===== config.mk =====
export PLATFORM = sky130hd
export DESIGN_NAME = seq_alu_flat
export DESIGN_NICKNAME = d
export VERILOG_FILES = /design/src/rtl/seq_alu_if.sv /design/src/rtl/seq_alu.sv /design/src/flat_wrapper.sv
export SDC_FILE = /design/constraint.sdc
export NUM_CORES = 1
export LEC_CHECK = 0
export ABC_CLOCK_PERIOD_IN_PS = 4000
export BUFFER_PORTS_ARGS = -buffer_cell sky130_fd_sc_hd__buf_2
export CORE_ASPECT_RATIO = 0.5
export CORE_MARGIN = 2
export CORE_UTILIZATION = 30
export DETAILED_ROUTE_END_ITERATION = 16
export GPL_TIMING_DRIVEN = 0
export PLACE_DENSITY = 0.48
export SYNTH_ARGS = -nofsm -noshare
export SYNTH_HDL_FRONTEND = slang
export SYNTH_SLANG_ARGS = --single-unit

===== constraint.sdc =====
create_clock -name clk -period 4 [get_ports clk]
set_input_delay 0.2 -clock clk [delete_from_list [all_inputs] [get_ports clk]]
set_output_delay 0.2 -clock clk [all_outputs]
set_load 0.01 [all_outputs]

===== src/rtl/seq_alu_if.sv =====
// Request/response bundle for seq_alu: operands and opcode in, registered result and flags out.
interface seq_alu_if #(
    parameter int unsigned WIDTH = 4
);
    logic                   start;
    logic [2:0]             op;
    logic [WIDTH-1:0]       a;
    logic [WIDTH-1:0]       b;
    logic                   busy;
    logic                   done;
    logic [2*WIDTH-1:0]     result;
    logic                   zero;
    logic                   carry;
    logic                   dz;
    logic                   err;

    modport master (
        output start, op, a, b,
        input  busy, done, result, zero, carry, dz, err
    );

    modport slave (
        input  start, op, a, b,
        output busy, done, result, zero, carry, dz, err
    );
endinterface


===== src/rtl/seq_alu.sv =====
// Sequential ALU: single-cycle add/sub/logic, iterative shift-add multiply and restoring divide.
// Outputs are registered and only change on completion or reset.
module seq_alu #(
    parameter int unsigned WIDTH = 4
) (
    input  logic      clk,
    input  logic      rst_n,
    seq_alu_if.slave  bus
);
    localparam int unsigned RW   = 2 * WIDTH;
    localparam int unsigned CntW = $clog2(WIDTH);
    localparam logic [CntW-1:0] CntLast = CntW'(WIDTH - 1);

    localparam logic [2:0] OpAdd = 3'b000;
    localparam logic [2:0] OpSub = 3'b001;
    localparam logic [2:0] OpMul = 3'b010;
    localparam logic [2:0] OpDiv = 3'b011;
    localparam logic [2:0] OpAnd = 3'b100;
    localparam logic [2:0] OpOr  = 3'b101;
    localparam logic [2:0] OpXor = 3'b110;

    typedef enum logic [0:0] {StIdle, StRun} state_e;

    state_e            state_q, state_d;
    logic [CntW-1:0]   cnt_q, cnt_d;
    logic              is_mul_q, is_mul_d;
    logic [RW-1:0]     acc_q, acc_d;     // mul: partial product; div: {remainder, quotient}
    logic [RW-1:0]     x_q, x_d;         // shifted multiplicand
    logic [WIDTH-1:0]  y_q, y_d;         // mul: multiplier; div: divisor
    logic [RW-1:0]     result_q, result_d;
    logic              zero_q, zero_d;
    logic              carry_q, carry_d;
    logic              dz_q, dz_d;
    logic              err_q, err_d;
    logic              done_q, done_d;

    logic              fin;
    logic [RW-1:0]     res_v;
    logic              carry_v, dz_v, err_v;
    logic [WIDTH:0]    sum, diff, rem_sh;
    logic              ge;
    logic [WIDTH-1:0]  rem_new;
    logic [RW-1:0]     acc_step;

    always_comb begin
        state_d  = state_q;
        cnt_d    = cnt_q;
        is_mul_d = is_mul_q;
        acc_d    = acc_q;
        x_d      = x_q;
        y_d      = y_q;
        result_d = result_q;
        zero_d   = zero_q;
        carry_d  = carry_q;
        dz_d     = dz_q;
        err_d    = err_q;
        done_d   = 1'b0;
        fin      = 1'b0;
        res_v    = '0;
        carry_v  = 1'b0;
        dz_v     = 1'b0;
        err_v    = 1'b0;
        sum      = {1'b0, bus.a} + {1'b0, bus.b};
        diff     = {1'b0, bus.a} - {1'b0, bus.b};
        rem_sh   = {acc_q[RW-1:WIDTH], acc_q[WIDTH-1]};
        ge       = (rem_sh >= {1'b0, y_q});
        rem_new  = ge ? WIDTH'(rem_sh - {1'b0, y_q}) : rem_sh[WIDTH-1:0];
        acc_step = '0;

        unique case (state_q)
            StIdle: begin
                if (bus.start) begin
                    fin = 1'b1;
                    case (bus.op)
                        OpAdd: begin
                            res_v   = RW'(sum);
                            carry_v = sum[WIDTH];
                        end
                        OpSub: begin
                            res_v   = RW'(diff);
                            carry_v = diff[WIDTH];
                        end
                        OpMul: begin
                            fin      = 1'b0;
                            state_d  = StRun;
                            is_mul_d = 1'b1;
                            cnt_d    = '0;
                            acc_d    = '0;
                            x_d      = RW'(bus.a);
                            y_d      = bus.b;
                        end
                        OpDiv: begin
                            if (bus.b == '0) begin
                                res_v = {bus.a, {WIDTH{1'b1}}};
                                dz_v  = 1'b1;
                            end else begin
                                fin      = 1'b0;
                                state_d  = StRun;
                                is_mul_d = 1'b0;
                                cnt_d    = '0;
                                acc_d    = RW'(bus.a);
                                y_d      = bus.b;
                            end
                        end
                        OpAnd:   res_v = RW'(bus.a & bus.b);
                        OpOr:    res_v = RW'(bus.a | bus.b);
                        OpXor:   res_v = RW'(bus.a ^ bus.b);
                        default: err_v = 1'b1;
                    endcase
                end
            end
            StRun: begin
                if (is_mul_q) begin
                    acc_step = acc_q + (y_q[0] ? x_q : '0);
                    x_d      = x_q << 1;
                    y_d      = y_q >> 1;
                end else begin
                    // Shift next dividend bit into the remainder, set quotient bit if it fits
                    acc_step = {rem_new, acc_q[WIDTH-2:0], ge};
                end
                acc_d = acc_step;
                cnt_d = cnt_q + 1'b1;
                if (cnt_q == CntLast) begin
                    state_d = StIdle;
                    fin     = 1'b1;
                    res_v   = acc_step;
                end
            end
        endcase

        if (fin) begin
            result_d = res_v;
            zero_d   = (res_v == '0);
            carry_d  = carry_v;
            dz_d     = dz_v;
            err_d    = err_v;
            done_d   = 1'b1;
        end
    end

    always_ff @(posedge clk) begin
        if (!rst_n) begin
            state_q  <= StIdle;
            cnt_q    <= '0;
            is_mul_q <= 1'b0;
            acc_q    <= '0;
            x_q      <= '0;
            y_q      <= '0;
            result_q <= '0;
            zero_q   <= 1'b0;
            carry_q  <= 1'b0;
            dz_q     <= 1'b0;
            err_q    <= 1'b0;
            done_q   <= 1'b0;
        end else begin
            state_q  <= state_d;
            cnt_q    <= cnt_d;
            is_mul_q <= is_mul_d;
            acc_q    <= acc_d;
            x_q      <= x_d;
            y_q      <= y_d;
            result_q <= result_d;
            zero_q   <= zero_d;
            carry_q  <= carry_d;
            dz_q     <= dz_d;
            err_q    <= err_d;
            done_q   <= done_d;
        end
    end

    assign bus.busy   = (state_q == StRun);
    assign bus.done   = done_q;
    assign bus.result = result_q;
    assign bus.zero   = zero_q;
    assign bus.carry  = carry_q;
    assign bus.dz     = dz_q;
    assign bus.err    = err_q;
endmodule


===== src/flat_wrapper.sv =====
// flat-port wrapper written by rule: the top's interface ports become plain ports
module seq_alu_flat 
#(
    parameter int unsigned WIDTH = 4
)
  (clk, rst_n, bus_start, bus_op, bus_a, bus_b, bus_busy, bus_done, bus_result, bus_zero, bus_carry, bus_dz, bus_err);
  seq_alu_if #(.WIDTH(WIDTH)) bus_i ();
  input  logic clk;
  input  logic rst_n;
  input wire logic [$bits(bus_i.start)-1:0] bus_start;
  input wire logic [$bits(bus_i.op)-1:0] bus_op;
  input wire logic [$bits(bus_i.a)-1:0] bus_a;
  input wire logic [$bits(bus_i.b)-1:0] bus_b;
  output wire logic [$bits(bus_i.busy)-1:0] bus_busy;
  output wire logic [$bits(bus_i.done)-1:0] bus_done;
  output wire logic [$bits(bus_i.result)-1:0] bus_result;
  output wire logic [$bits(bus_i.zero)-1:0] bus_zero;
  output wire logic [$bits(bus_i.carry)-1:0] bus_carry;
  output wire logic [$bits(bus_i.dz)-1:0] bus_dz;
  output wire logic [$bits(bus_i.err)-1:0] bus_err;
  assign bus_i.start = bus_start;
  assign bus_i.op = bus_op;
  assign bus_i.a = bus_a;
  assign bus_i.b = bus_b;
  assign bus_busy = bus_i.busy;
  assign bus_done = bus_i.done;
  assign bus_result = bus_i.result;
  assign bus_zero = bus_i.zero;
  assign bus_carry = bus_i.carry;
  assign bus_dz = bus_i.dz;
  assign bus_err = bus_i.err;
  seq_alu #(.WIDTH(WIDTH)) u_core (.clk(clk), .rst_n(rst_n), .bus(bus_i));
endmodule

After elaboration in Yosys (flattened, before gate mapping)
Cells that the tools add are included.
{"block": "totals", "register_bits": 37, "in_bits": 14, "output_inout_bits": 14, "elab_cells": 91}
{"block": "op_classes", "add_sub_neg": 5, "n_lt_le_gt_ge": 1, "n_eq_ne": 13, "muxes": 47, "n_bitwise": 4, "reduce_logical": 9}
{"op": "8-bit 2-to-1 mux", "count": 10}
{"op": "8-bit case mux with 2 select lines", "count": 4}
{"op": "8-bit case mux with 6 select lines", "count": 1}
{"op": "1-bit 2-to-1 mux", "count": 16}
{"op": "4-bit 2-to-1 mux", "count": 4}
{"op": "4-bit case mux with 2 select lines", "count": 2}
{"op": "1-bit case mux with 2 select lines", "count": 6}
{"op": "3-bit equality test (second input constant)", "count": 3}
{"op": "8-bit adder", "count": 1}
{"op": "8-bit logical NOT", "count": 1}
{"op": "2-bit != test (second input constant)", "count": 4}
{"op": "2-bit case mux with 2 select lines", "count": 2}
{"op": "4-bit AND reduction", "count": 2}
{"op": "7-bit OR reduction", "count": 1}
{"op": "3-bit by 2-bit equality test with 1-bit output (second input constant)", "count": 2}
{"op": "3-bit != test (second input constant)", "count": 2}
{"op": "3-bit AND reduction", "count": 2}
{"op": "4-bit by 4-bit adder with 5-bit output", "count": 1}
{"op": "5-bit by 4-bit greater-or-equal comparator with 1-bit output", "count": 1}
{"op": "4-bit by 4-bit subtractor with 5-bit output", "count": 1}
{"op": "4-bit bitwise AND", "count": 1}
{"op": "4-bit logical NOT", "count": 1}
{"op": "2-bit 2-to-1 mux", "count": 2}
{"op": "4-bit OR", "count": 1}
{"op": "other kinds (8)", "count": 8}

Depth between registers and ports, before layout
Gate-level depths: netlist (run 1).
{"block": "logic_depth", "ltp_word": 6, "ltp_mapped": 11, "depth_no_buf": 11}

Least setup slack after synthesis (run 1)
No wires, ideal clock.
{"block": "synth_path", "path_type": "register to register", "from": "register u_core.y_q[0]", "to": "register u_core.result_q[7], in the netlist u_core.bus.result[7]", "setup_ns": 0.122, "t_arrival_ns": 2.351, "required_ns": 3.878, "slack_ns": 1.527, "path_stages_with_launch": 10, "n_path_buf": 0, "path_cell_list": "dfxtp_1 and2_1 ha_1 and3_1 a2111o_1 a31oi_1 xnor2_1 nand2_1 and3_1 o311a_1"}
{"block": "synth_via", "elab_chain_cells": 5}
{"item": "from (decl)", "line": "seq_alu.sv:29", "text": "logic [WIDTH-1:0] y_q, y_d;"}
{"item": "from (signal assigned)", "line": "seq_alu.sv:161", "text": "y_q <= y_d;"}
{"item": "8-bit 2-to-1 mux (tied with other cells)", "line": "seq_alu.sv:114", "text": "acc_step = acc_q + (y_q[0] ? x_q : '0);"}
{"item": "8-bit adder or 4-bit 2-to-1 mux (tied branches)", "line": "seq_alu.sv:114, seq_alu.sv:67"}
{"item": "8-bit 2-to-1 mux (*)", "line": "seq_alu.sv:113", "text": "if (is_mul_q) begin"}
{"item": "8-bit 2-to-1 mux (*)", "line": "seq_alu.sv:123", "text": "if (cnt_q == CntLast) begin"}
{"item": "8-bit case mux with 2 select lines (*)", "line": "seq_alu.sv:70", "text": "unique case (state_q)"}
{"item": "to (signal assigned)", "line": "seq_alu.sv:162", "text": "result_q <= result_d;"}
{"item": "to (decl)", "line": "seq_alu.sv:30", "text": "logic [RW-1:0] result_q, result_d;"}
Mark *: on every way between the ends. The rest lies on a longest branch, timed or not.
A chain may end at the register's enable or synchronous reset.

Worst setup path after layout (run 1)
{"block": "layout_path", "from": "register u_core.y_q[0]", "to": "register u_core.zero_q, in the netlist u_core.bus.zero"}
{"block": "layout_via", "elab_chain_cells": 6}
{"item": "8-bit 2-to-1 mux (tied with other cells)", "line": "seq_alu.sv:114"}
{"item": "8-bit adder or 4-bit 2-to-1 mux (tied branches)", "line": "seq_alu.sv:114, seq_alu.sv:67"}
{"item": "8-bit 2-to-1 mux (*)", "line": "seq_alu.sv:113"}
{"item": "8-bit 2-to-1 mux (*)", "line": "seq_alu.sv:123"}
{"item": "8-bit case mux with 2 select lines (*)", "line": "seq_alu.sv:70"}
{"item": "8-bit logical NOT (*)", "line": "seq_alu.sv:133", "text": "zero_d = (res_v == '0);"}
{"item": "to (signal assigned)", "line": "seq_alu.sv:163", "text": "zero_q <= zero_d;"}
{"item": "to (decl)", "line": "seq_alu.sv:31", "text": "logic zero_q, zero_d;"}
Marked as above.

==> results of run 1 <==
-- routing by layer --
layer | vias to the layer above | GRT usage
met4 | 0 | 0.0544
met2 | 64 | 0.277
met1 | 1308 | 0.246
li1 | 1363 | -
met3 | 8 | 0.0257
met5 | - | 0
-- final cells by class --
class	instances	area, um^2	share of cell area
clock buffer	6	129	0.0400
clock inverter	2	10.0	0.00311
multi-input combinational	281	1910	0.594
timing repair buffer	27	135	0.0419
sequential	37	741	0.230
tap	117	146	0.0454
inverter	20	75.1	0.0233
buffer	17	71.3	0.0221
-- state kept, by name, indices dropped and copies added, names as in the netlist, 2 cells and up --
register	flops
u_core.acc_q	8
u_core.bus.result	8
u_core.cnt_q	2
u_core.x_q	8
u_core.y_q	4
-- power by group through the flow --
stage / combinational (mW) / sequential (mW) / clock, mW
finish: 0.243 / 0.400 / 0.390
global route: 0.271 / 0.403 / 0.418
CTS: 0.243 / 0.401 / 0.398
detailed placement: 0.242 / 0.409 / 0
global placement: 0.239 / 0.408 / 0
floorplan: 0.165 / 0.408 / 0
-- cell usage in the layout, fill, tap and decap left out, types with 6 or more instances in the layout --
cell type	count
ha_1	24
o211ai_1	6
nand2b_1	8
inv_1	19
nand3_1	9
buf_2	27
mux2i_1	8
clkbuf_1	16
nand2_1	29
a211oi_1	13
and2_1	10
o21ai_0	13
nor3_1	9
a21o_1	7
dfxtp_1	37
a21oi_1	28
nor2_1	38
-- worst reg2reg max path: cells and delay by family (launching register included) --
kind                       cells  cell delay [ns]
AOI/OAI and AO/OA              5             1.31
adders and majority gates      2             0.64
DFF                            1             0.41
and+or+nand+nor                2             0.36
muxes                          1             0.13
-- worst max-delay path by stage --
stage	start	endpoint	slack [ns]	cells after the start
after global routing	u_core.y_q[0]$_SDFFE_PN0P_	u_core.bus.zero$_SDFFE_PN0P_	0.98	10
after floorplan	u_core.y_q[0]$_SDFFE_PN0P_	u_core.bus.result[7]$_SDFFE_PN0P_	1.53	9
after global placement	u_core.y_q[0]$_SDFFE_PN0P_	u_core.bus.zero$_SDFFE_PN0P_	1.16	10
after detailed placement	u_core.y_q[0]$_SDFFE_PN0P_	u_core.bus.zero$_SDFFE_PN0P_	1.13	10
final	u_core.y_q[0]$_SDFFE_PN0P_	u_core.bus.zero$_SDFFE_PN0P_	1.09	10
after CTS	u_core.y_q[0]$_SDFFE_PN0P_	u_core.bus.zero$_SDFFE_PN0P_	1.09	10
-- logic make-up (layout without fill, tap and decap cells) --
logic type,Yosys count,in the layout,synth area share
adders and majority gates,28,28,0.136
buffers and inverters,37,72,0.0523
DFF,37,37,0.264
muxes,9,9,0.0326
xor gates and xnor gates,7,7,0.0219
AOI/OAI and AO/OA,110,110,0.274
and+or+nand+nor,127,127,0.219
-- through the flow --
| step | utilization | worst slack, ns | cell area [um^2] |
|---|---|---|---|
| 2_1_floorplan | - | 1.53 | 2800 |
| 4_1_cts | 0.362 | 1.09 | 3220 |
| 5_1_grt | 0.362 | 0.981 | 3220 |
| 3_5_place_dp | 0.347 | 1.13 | 3080 |
| 3_3_place_gp | 0.347 | 1.16 | 3080 |
| 6_report | 0.362 | 1.09 | 3220 |
==> results.md, run 1 <==
| Item | Value |
| --- | --- |
| Portion of the post-synthesis area used by sequential elements | 0.264 |
| HPWL after DPL | 6680 um |
| Startpoint of the worst register-to-register path | u_core.y_q[0]$_SDFFE_PN0P_ |
| Fraction of post-synthesis cell area in the top cell type by area | 0.264 |
| Setup slack of the worst register-to-register path | 1.09 ns |
| Count of buffering cells on the critical path with inverters included | 0 |
| EDFF count, synth | 0 |
| Total of fill cells in the finished design | 949 |
| Routed wire length | 8500 um |
| Delay-heaviest family, CP | compound AO/OA/AOI/OAI gates |
| Detailed router's first-iteration violation count | 209 |
| CP cell instances | and2_1 > ha_1 > fa_1 > a211o_1 > o211ai_1 > o2bb2ai_1 > mux2i_1 > a211oi_1 > nand2b_1 > o31ai_2 |
| Setup repair after global routing missed its margin | false |
| Clock period minus final worst setup slack | 2.91 ns |
| Final antenna diode count | 0 |
| Path type of the worst setup path | reg2reg |
| Worst rel slew slack | 0.565 |
| Library cell with the highest instance count after synthesis | nor2_1 |
| Final instance count without filler cells | 507 |
| Total via count after detailed routing | 2743 |
| Count of distinct cell types in the synthesized netlist | 57 |
| Mapped Avg Cell Area | 7.89 um^2 |
| Layout Skew | 0.00307 ns |
| Power dissipated by switching net loads | 323 uW |
| Met2 wire length | 3690 um |
| Pwr per Cell Area | 321 nW/um^2 |
| Worst path required time | 4.20 ns |
| Cell count of the worst reg-to-reg path | 10 |
| FF-to-FF End | u_core.bus.zero$_SDFFE_PN0P_ |
| Clock tree from TritonCTS | yes |
| Synthesized flop and latch total | 37 |
| Startpoint class of the critical path | register |
| Max frequency | 0.344 GHz |
| Clock slew at reported path FFs | 0.06 ns |
| # IOs | 28 |
| GR Util All Layers | 0.174 |
| Top cells by count, synth | 38 x nor2_1, 37 x dfxtp_1, 29 x nand2_1 |
| Sum of negative setup slack | 0 ns |
| Combinational power share | 0.235 |
| Die X | 141 um |
| Portion of the clock cycle consumed by the worst path in the final layout | 0.728 |
| Count of unresolved DRC violations after routing | 0 |
| Arrival time at the worst endpoint | 3.11 ns |
| H-tree depth reported by CTS | 2 |
| Status | finished, final reports clean |
| Clock buffer depth | 2 |
| Max stage delay on crit path | 0.49 ns |
| Count of endpoints failing hold in the final timing report | 0 |
| Topmost layer with routed signal wires | met4 |
| Async set or reset register ratio after synthesis | 0 |
| Height of the chip | 72.3 um |
| Initial core utilization | 0.315 |
| Tightest hold margin | 0.206 ns |
| Switching fraction of total power | 0.313 |
| Count of max-cap constraint violations | 0 |
| Cell internal pwr | 710 uW |
| CTS Root Cell | clkbuf_16 |
| Post-CTS Hold Fix Bufs | 0 |
| Overall power after layout | 1.03 mW |
| Post-synth design cell area | 2800 um^2 |
| Net count after synthesis | 397 |
| Largest net degree at the start of global routing | 12 |
| Setup repair bufs after CTS | 0 |
| Number of synthesis warnings | 0 |
| Post-Synthesis Cells | 355 |
| Insertion delay of the later-clocked pin in the worst-skew pair | 0.28 ns |
| Final setup violation count | 0 |
| Share of total power in sequential cells | 0.387 |
| Final estimated routing congestion in global placement | 0.899 |
| Overflow after GRT | 0 |
| Site row count | 24 |
| Critical-path maximum fanout | 10 |
| Layout cell share with drive strength beyond 1 | 0.100 |
| Slew Limit Fails | 0 |
| Via density | 5.41 |
| Clock sink count | 37 |
| Area leader, netlist | dfxtp_1 |
| Initial DRT Pass Iterations | 4 |
| Part of the power in the clock network | 0.377 |
| Remaining antenna violation count after routing | 0 |
| CP Capture Type | register |
| Detail-routed net length per standard cell | 16.8 um |
| Post-placement cell count | 499 |
| Total CTS buffers | 5 |
| Nets | 431 |
| Library cell contributing the largest single delay on the critical path | a211oi_1 |
| Vias in the first global route | 2594 |
| Die area | 10200 um^2 |
| Metal3 WL | 331 um |
| Launch instance of the worst min-delay path | bus_a[0] |
| Post-Route M1 WL | 4360 um |
| Number of port buffers | 27 |
| Type of the most critical hold path | in2reg |
| Core ar. | 8890 um^2 |
| Leakage dissipation | 1.39 nW |
| Area growth syn-to-layout | 15.0% |
| Worst hold stages | 3 |
| # resized after CTS | 0 |
| Hold Crit Endpoint | u_core.x_q[0]$_SDFFE_PN0P_ |
| Number of antenna violations at the first check in global routing | 0 |
| Synth top area cells | dfxtp_1 26%, ha_1 11%, nor2_1 5.1%, a21oi_1 5.0%, nand2_1 3.9% |
| Largest vdd supply drop | 0.151 mV |
| Worst-Margin Slew | 0.652 ns |
| Global-route wire length before repair | 13800 um |
| Main flop type after synthesis | dfxtp_1 |
No activity file was read; power rests on OpenSTA's default activity.
==> run 2: changes to the inputs <==
Settings changed: ABC_CLOCK_PERIOD_IN_PS 4000 to 2500, PLACE_DENSITY 0.48 to 0.5.
Clock period 4 ns to 2.5 ns, I/O delays scaled along.
==> results.md, run 2 (same netlist as run 1, synthesis figures left out) <==
| Item | Value | Delta |
| --- | --- | --- |
| Final antenna diode count | 0 | unchanged |
| Core ar. | 8890 um^2 | unchanged |
| Overflow after GRT | 0 | unchanged |
| Initial DRT Pass Iterations | 5 | +1 |
| GR Util All Layers | 0.172 | -0.00210 |
| Clock sink count | 37 | unchanged |
| H-tree depth reported by CTS | 2 | unchanged |
| Global-route wire length before repair | 13800 um | -0.25% |
| Area growth syn-to-layout | 23.4% |  |
| Die area | 10200 um^2 | unchanged |
| Layout Skew | 0.00295 ns | -0.000117 ns |
| Slew Limit Fails | 0 | unchanged |
| Cell area reported after detailed placement | 3080 um^2 | unchanged |
| Worst path required time | 2.70 ns | -1.50 ns |
| Insertion delay of the later-clocked pin in the worst-skew pair | 0.28 ns | about the same |
| Worst-Margin Slew | 0.671 ns | +0.0189 ns |
| Setup repair after global routing missed its margin | true |  |
| Type of the most critical hold path | in2reg |  |
| Final core occ | 0.389 | +0.0263 |
| Pwr per Cell Area | 527 nW/um^2 | +64% |
| CP Capture Type | register |  |
| Initial core utilization | 0.315 | unchanged |
| Largest vdd supply drop | 0.230 mV | +52% |
| Detail-routed net length per standard cell | 16.7 um | -0.41% |
| Path type of the worst setup path | reg2reg |  |
| Count of max-cap constraint violations | 0 | unchanged |
| Detailed router's first-iteration violation count | 154 | -26% |
| Clock buffer depth | 2 | unchanged |
| Final cell area excluding filler cells | 3460 um^2 | +7.3% |
| Startpoint class of the critical path | register |  |
| Leakage dissipation | 1.44 nW | +3.9% |
| Clock tree from TritonCTS | yes |  |
| Violated checks | setup timing |  |
| Most frequent standard cell in the layout excluding fill and tap cells | nor2_1 |  |
| Routed wire length | 8600 um | +1.2% |
| Largest net degree at the start of global routing | 13 | +1 |
| Nets | 439 | +1.9% |
| Worst rel slew slack | 0.553 | -0.0126 |
| Portion of the clock cycle consumed by the worst path in the final layout | 1.01 | +0.280 |
| Die X | 141 um | unchanged |
| Clock slew at reported path FFs | 0.06 ns | about the same |
| HPWL after DPL | 6400 um | -4.2% |
| Total CTS buffers | 5 | unchanged |
| Via density | 5.35 | -1.2% |
| Commonest cells after routing, fill and taps aside | 38 x nor2_1, 35 x dfxtp_1, 29 x nand2_1, 27 x a21oi_1, 27 x buf_2 |  |
| Height of the chip | 72.3 um | unchanged |
| Final estimated routing congestion in global placement | 0.821 | -8.7% |
| Site row count | 24 | unchanged |
| Count of unresolved DRC violations after routing | 0 | unchanged |
| Layout cell share with drive strength beyond 1 | 0.178 | +0.0784 |
| Vias in the first global route | 2591 | -0.12% |
| Remaining antenna violation count after routing | 0 | unchanged |
| Clock period minus final worst setup slack | 2.52 ns | -0.391 ns |
| Tightest hold margin | 0.142 ns | -0.0640 ns |
| Post-layout worst setup margin | -0.0200 ns | -1.11 ns |
| Total of fill cells in the finished design | 967 | +1.9% |
| Max frequency | 0.397 GHz | +16% |
| Arrival time at the worst endpoint | 2.72 ns | -0.39 ns |
| Critical-path maximum fanout | 7 | -3 |
| Number of port buffers | 27 | unchanged |
| CTS Root Cell | clkbuf_16 |  |
| Status | complete, but fails checks |  |
| Total via count after detailed routing | 2754 | +0.40% |
| # IOs | 28 | unchanged |
| Number of antenna violations at the first check in global routing | 0 | unchanged |
| Final setup violation count | 1 | +1 |
| Count of endpoints failing hold in the final timing report | 0 | unchanged |
run 2: through the flow:
step	power (mW)	setup TNS, ns	worst slack [ns]	std cells
final	1.82	-0.0200	-0.0200	515
after floorplan	0.916	0	0.0269	355
after CTS	1.82	-0.0503	-0.0503	512
after global placement	1.04	-1.09	-0.309	499
after global routing	1.90	-0.255	-0.121	515
after detailed placement	1.04	-1.04	-0.316	499
run 2: layout make-up:
class                           count  area (um^2)  area share
Sequential cell                    37          746       0.216
Buffer                             17         71.3      0.0206
Tap cell                          117          146      0.0424
Clock inverter                      2         37.5      0.0109
Timing Repair Buffer               35          195      0.0565
Clock buffer                        6          139      0.0402
Multi-Input combinational cell    281         2040       0.591
Inverter                           20         78.8      0.0228
run 2: path summary, 6_finish.rpt:
path / startpoint / to / slack [ns] / cells after the start
max: u_core.y_q[3]$_SDFFE_PN0P_ / u_core.bus.zero$_SDFFE_PN0P_ / -0.02 / 10
min: bus_a[0] / u_core.x_q[0]$_SDFFE_PN0P_ / 0.14 / 3
max reg2reg: u_core.y_q[3]$_SDFFE_PN0P_ / u_core.bus.zero$_SDFFE_PN0P_ / -0.02 / 10
min reg2reg: u_core.bus.result[6]$_SDFFE_PN0P_ / u_core.bus.result[6]$_SDFFE_PN0P_ / 0.45 / 2
run 2: what timing repair did:
action | 4_1_cts | 5_1_grt
endpoints found under the setup margin | 8 | 6
hold endpoints to repair | 0 | 0
pin swaps | 13 | 14
setup buffers | 5 | 4
hold buffers | 0 | 0
gates resized for setup | 19 | 8
run 2: metal layers:
layer	GRT usage	vias to the layer above	part of all wire
li1	-	1377	-
met1	0.246	1338	0.53
met2	0.282	35	0.44
met3	0.0198	4	0.022
met4	0.0367	0	0.0077
met5	0	-	0
run 2: critical path: stages (launching register included):
cell and delay (ns):
dfxtp_1 0.32, inv_1 0.08, ha_1 0.21, or2_1 0.22
buf_6 0.14, a2111o_1 0.40, a21oi_2 0.14, o32ai_2 0.14
a221o_1 0.37, nand4b_1 0.21, o31ai_2 0.20
run 2: power breakdown:
part / switching [mW] / leakage (nW) / total [mW] / internal [mW]
combinational: 0.249 / 1.06 / 0.421 / 0.171
sequential: 0.0262 / 0.302 / 0.644 / 0.618
clock: 0.258 / 0.0831 / 0.756 / 0.498
total: 0.534 / 1.44 / 1.82 / 1.29
==> run 3: changes to the inputs <==
Settings changed: SKIP_CTS_REPAIR_TIMING from default to 1.
==> results.md, run 3 (same netlist as run 1, synthesis figures left out) <==
| Item | Value | Delta |
| --- | --- | --- |
| Status | complete, but fails checks |  |
| Violated checks | setup timing |  |
| Die area | 10200 um^2 | unchanged |
| Path type of the worst setup path | reg2reg |  |
| Count of max-cap constraint violations | 0 | unchanged |
| Clock tree from TritonCTS | yes |  |
| Site row count | 24 | unchanged |
| Detail-routed net length per standard cell | 16.5 um | -1.2% |
| Share of total power in sequential cells | 0.354 | about the same |
| Arrival time at the worst endpoint | 2.80 ns | +0.08 ns |
| Layout cell share with drive strength beyond 1 | 0.168 | -0.0101 |
| Slew Limit Fails | 0 | unchanged |
| Insertion delay of the later-clocked pin in the worst-skew pair | 0.28 ns | about the same |
| Initial DRT Pass Iterations | 4 | -1 |
| Largest vdd supply drop | 0.231 mV | +0.45% |
| Initial core utilization | 0.315 | unchanged |
| Portion of the clock cycle consumed by the worst path in the final layout | 1.04 | +0.0327 |
| Switching fraction of total power | 0.291 | -0.00257 |
| Max frequency | 0.384 GHz | -3.1% |
| Clock period minus final worst setup slack | 2.60 ns | +0.0818 ns |
| Clock sink count | 37 | unchanged |
| Sum of negative setup slack | -0.102 ns | -0.0818 ns |
| Total CTS buffers | 5 | unchanged |
| Nets | 439 | unchanged |
| Layout Skew | 0.00264 ns | -0.000307 ns |
| Overflow after GRT | 0 | unchanged |
| Post-placement cell count | 499 | unchanged |
| Combinational power share | 0.234 | +0.003 |
| Global routing usage on met1 | 0.243 | -0.00241 |
| Core ar. | 8890 um^2 | unchanged |
| Detailed router's first-iteration violation count | 152 | -1.3% |
| Cell internal pwr | 1.29 mW | +0.50% |
| Routed wire length | 8500 um | -1.2% |
| Largest net degree at the start of global routing | 13 | unchanged |
| Leakage dissipation | 1.45 nW | +0.40% |
| Final antenna diode count | 0 | unchanged |
| Final instance count without filler cells | 515 | unchanged |
| Part of the power in the clock network | 0.412 | -0.003 |
| Clock buffer depth | 2 | unchanged |
| Startpoint class of the critical path | register |  |
| Area growth syn-to-layout | 22.4% |  |
| Die X | 141 um | unchanged |
| Power dissipated by switching net loads | 530 uW | -0.75% |
| Tightest hold margin | 0.141 ns | -0.000524 ns |
| Via density | 5.25 | -1.9% |
| Commonest cells after routing, fill and taps aside | 38 x nor2_1, 35 x dfxtp_1, 29 x nand2_1, 27 x a21oi_1, 27 x buf_2 |  |
| HPWL after DPL | 6400 um | unchanged |
| Number of antenna violations at the first check in global routing | 0 | unchanged |
| Most frequent standard cell in the layout excluding fill and tap cells | nor2_1 |  |
| Remaining antenna violation count after routing | 0 | unchanged |
| GR Util All Layers | 0.170 | -0.00172 |
| Pwr per Cell Area | 532 nW/um^2 | +0.90% |
| CP Capture Type | register |  |
| Final setup violation count | 1 | unchanged |
| CTS Root Cell | clkbuf_16 |  |
| Count of endpoints failing hold in the final timing report | 0 | unchanged |
| Vias in the first global route | 2567 | -0.93% |
| Setup repair after global routing missed its margin | true |  |
| Number of port buffers | 27 | unchanged |
| Critical-path maximum fanout | 8 | +1 |
| Total via count after detailed routing | 2702 | -1.9% |
| Overall power after layout | 1.82 mW | +0.13% |
| Count of unresolved DRC violations after routing | 0 | unchanged |
| Final core occ | 0.386 | -0.00296 |
| Post-layout worst setup margin | -0.102 ns | -0.0818 ns |
| Worst-Margin Slew | 0.683 ns | +0.0127 ns |
| Busiest metal layer after global routing | met2 |  |
| Clock slew at reported path FFs | 0.06 ns | about the same |
| Met3 capacity usage during global routing | 0.0251 | +0.00528 |
| Height of the chip | 72.3 um | unchanged |
| Final estimated routing congestion in global placement | 0.821 | unchanged |
| Type of the most critical hold path | in2reg |  |
| H-tree depth reported by CTS | 2 | unchanged |
| Global-route wire length before repair | 13600 um | -1.2% |
| Worst rel slew slack | 0.544 | -0.00845 |
| Worst path required time | 2.70 ns | about the same |
| Met2 global-route usage | 0.275 | -0.00759 |
| # IOs | 28 | unchanged |
-- run 3: power by group through the flow --
stage | sequential [mW] | combinational, mW | clock (mW)
final | 0.645 | 0.427 | 0.752
after CTS | 0.641 | 0.388 | 0.765
after floorplan | 0.652 | 0.264 | 0
after detailed placement | 0.653 | 0.384 | 0
after global placement | 0.653 | 0.386 | 0
after global routing | 0.649 | 0.475 | 0.789
-- run 3: cell type report --
type	count	area [um^2]
Buffer	16	67.6
Clock buffer	6	139
Clock inverter	2	37.5
Fill cell	964	5460
Inverter	20	78.8
Multi-Input combinational cell	281	2010
Sequential cell	37	746
Tap cell	117	146
Timing Repair Buffer	36	203
-- run 3: per-layer routing --
metal,vias to the layer above,part of all wire
met5,-,0
met4,0,0.0069
met3,4,0.043
met2,38,0.44
met1,1286,0.51
li1,1374,-
-- run 3: critical path: stages (launching register included) --
cell and delay [ns]:
dfxtp_4 0.37, and2_4 0.15, ha_4 0.16, fa_2 0.38, a21o_1 0.21, a211oi_2 0.26
o32ai_4 0.17, a221o_1 0.40, nand4b_1 0.22, o31ai_2 0.20
-- run 3: through the flow --
step                      setup slack, ns  area [um^2]
after floorplan                    0.0269         2800
after global placement             -0.309         3080
after detailed placement           -0.316         3080
after CTS                          -0.351         3260
after global routing               -0.153         3430
final                              -0.102         3430
-- run 3: final timing paths --
path / slack (ns) / to / cells after the start / start
worst min-delay path: 0.14 / u_core.x_q[0]$_SDFFE_PN0P_ / 3 / bus_a[0]
worst max register to register: -0.10 / u_core.bus.zero$_SDFFE_PN0P_ / 9 / u_core.y_q[0]$_SDFFE_PN0P_
worst max-delay path: -0.10 / u_core.bus.zero$_SDFFE_PN0P_ / 9 / u_core.y_q[0]$_SDFFE_PN0P_
worst min register to register: 0.45 / u_core.bus.result[3]$_SDFFE_PN0P_ / 2 / u_core.bus.result[3]$_SDFFE_PN0P_
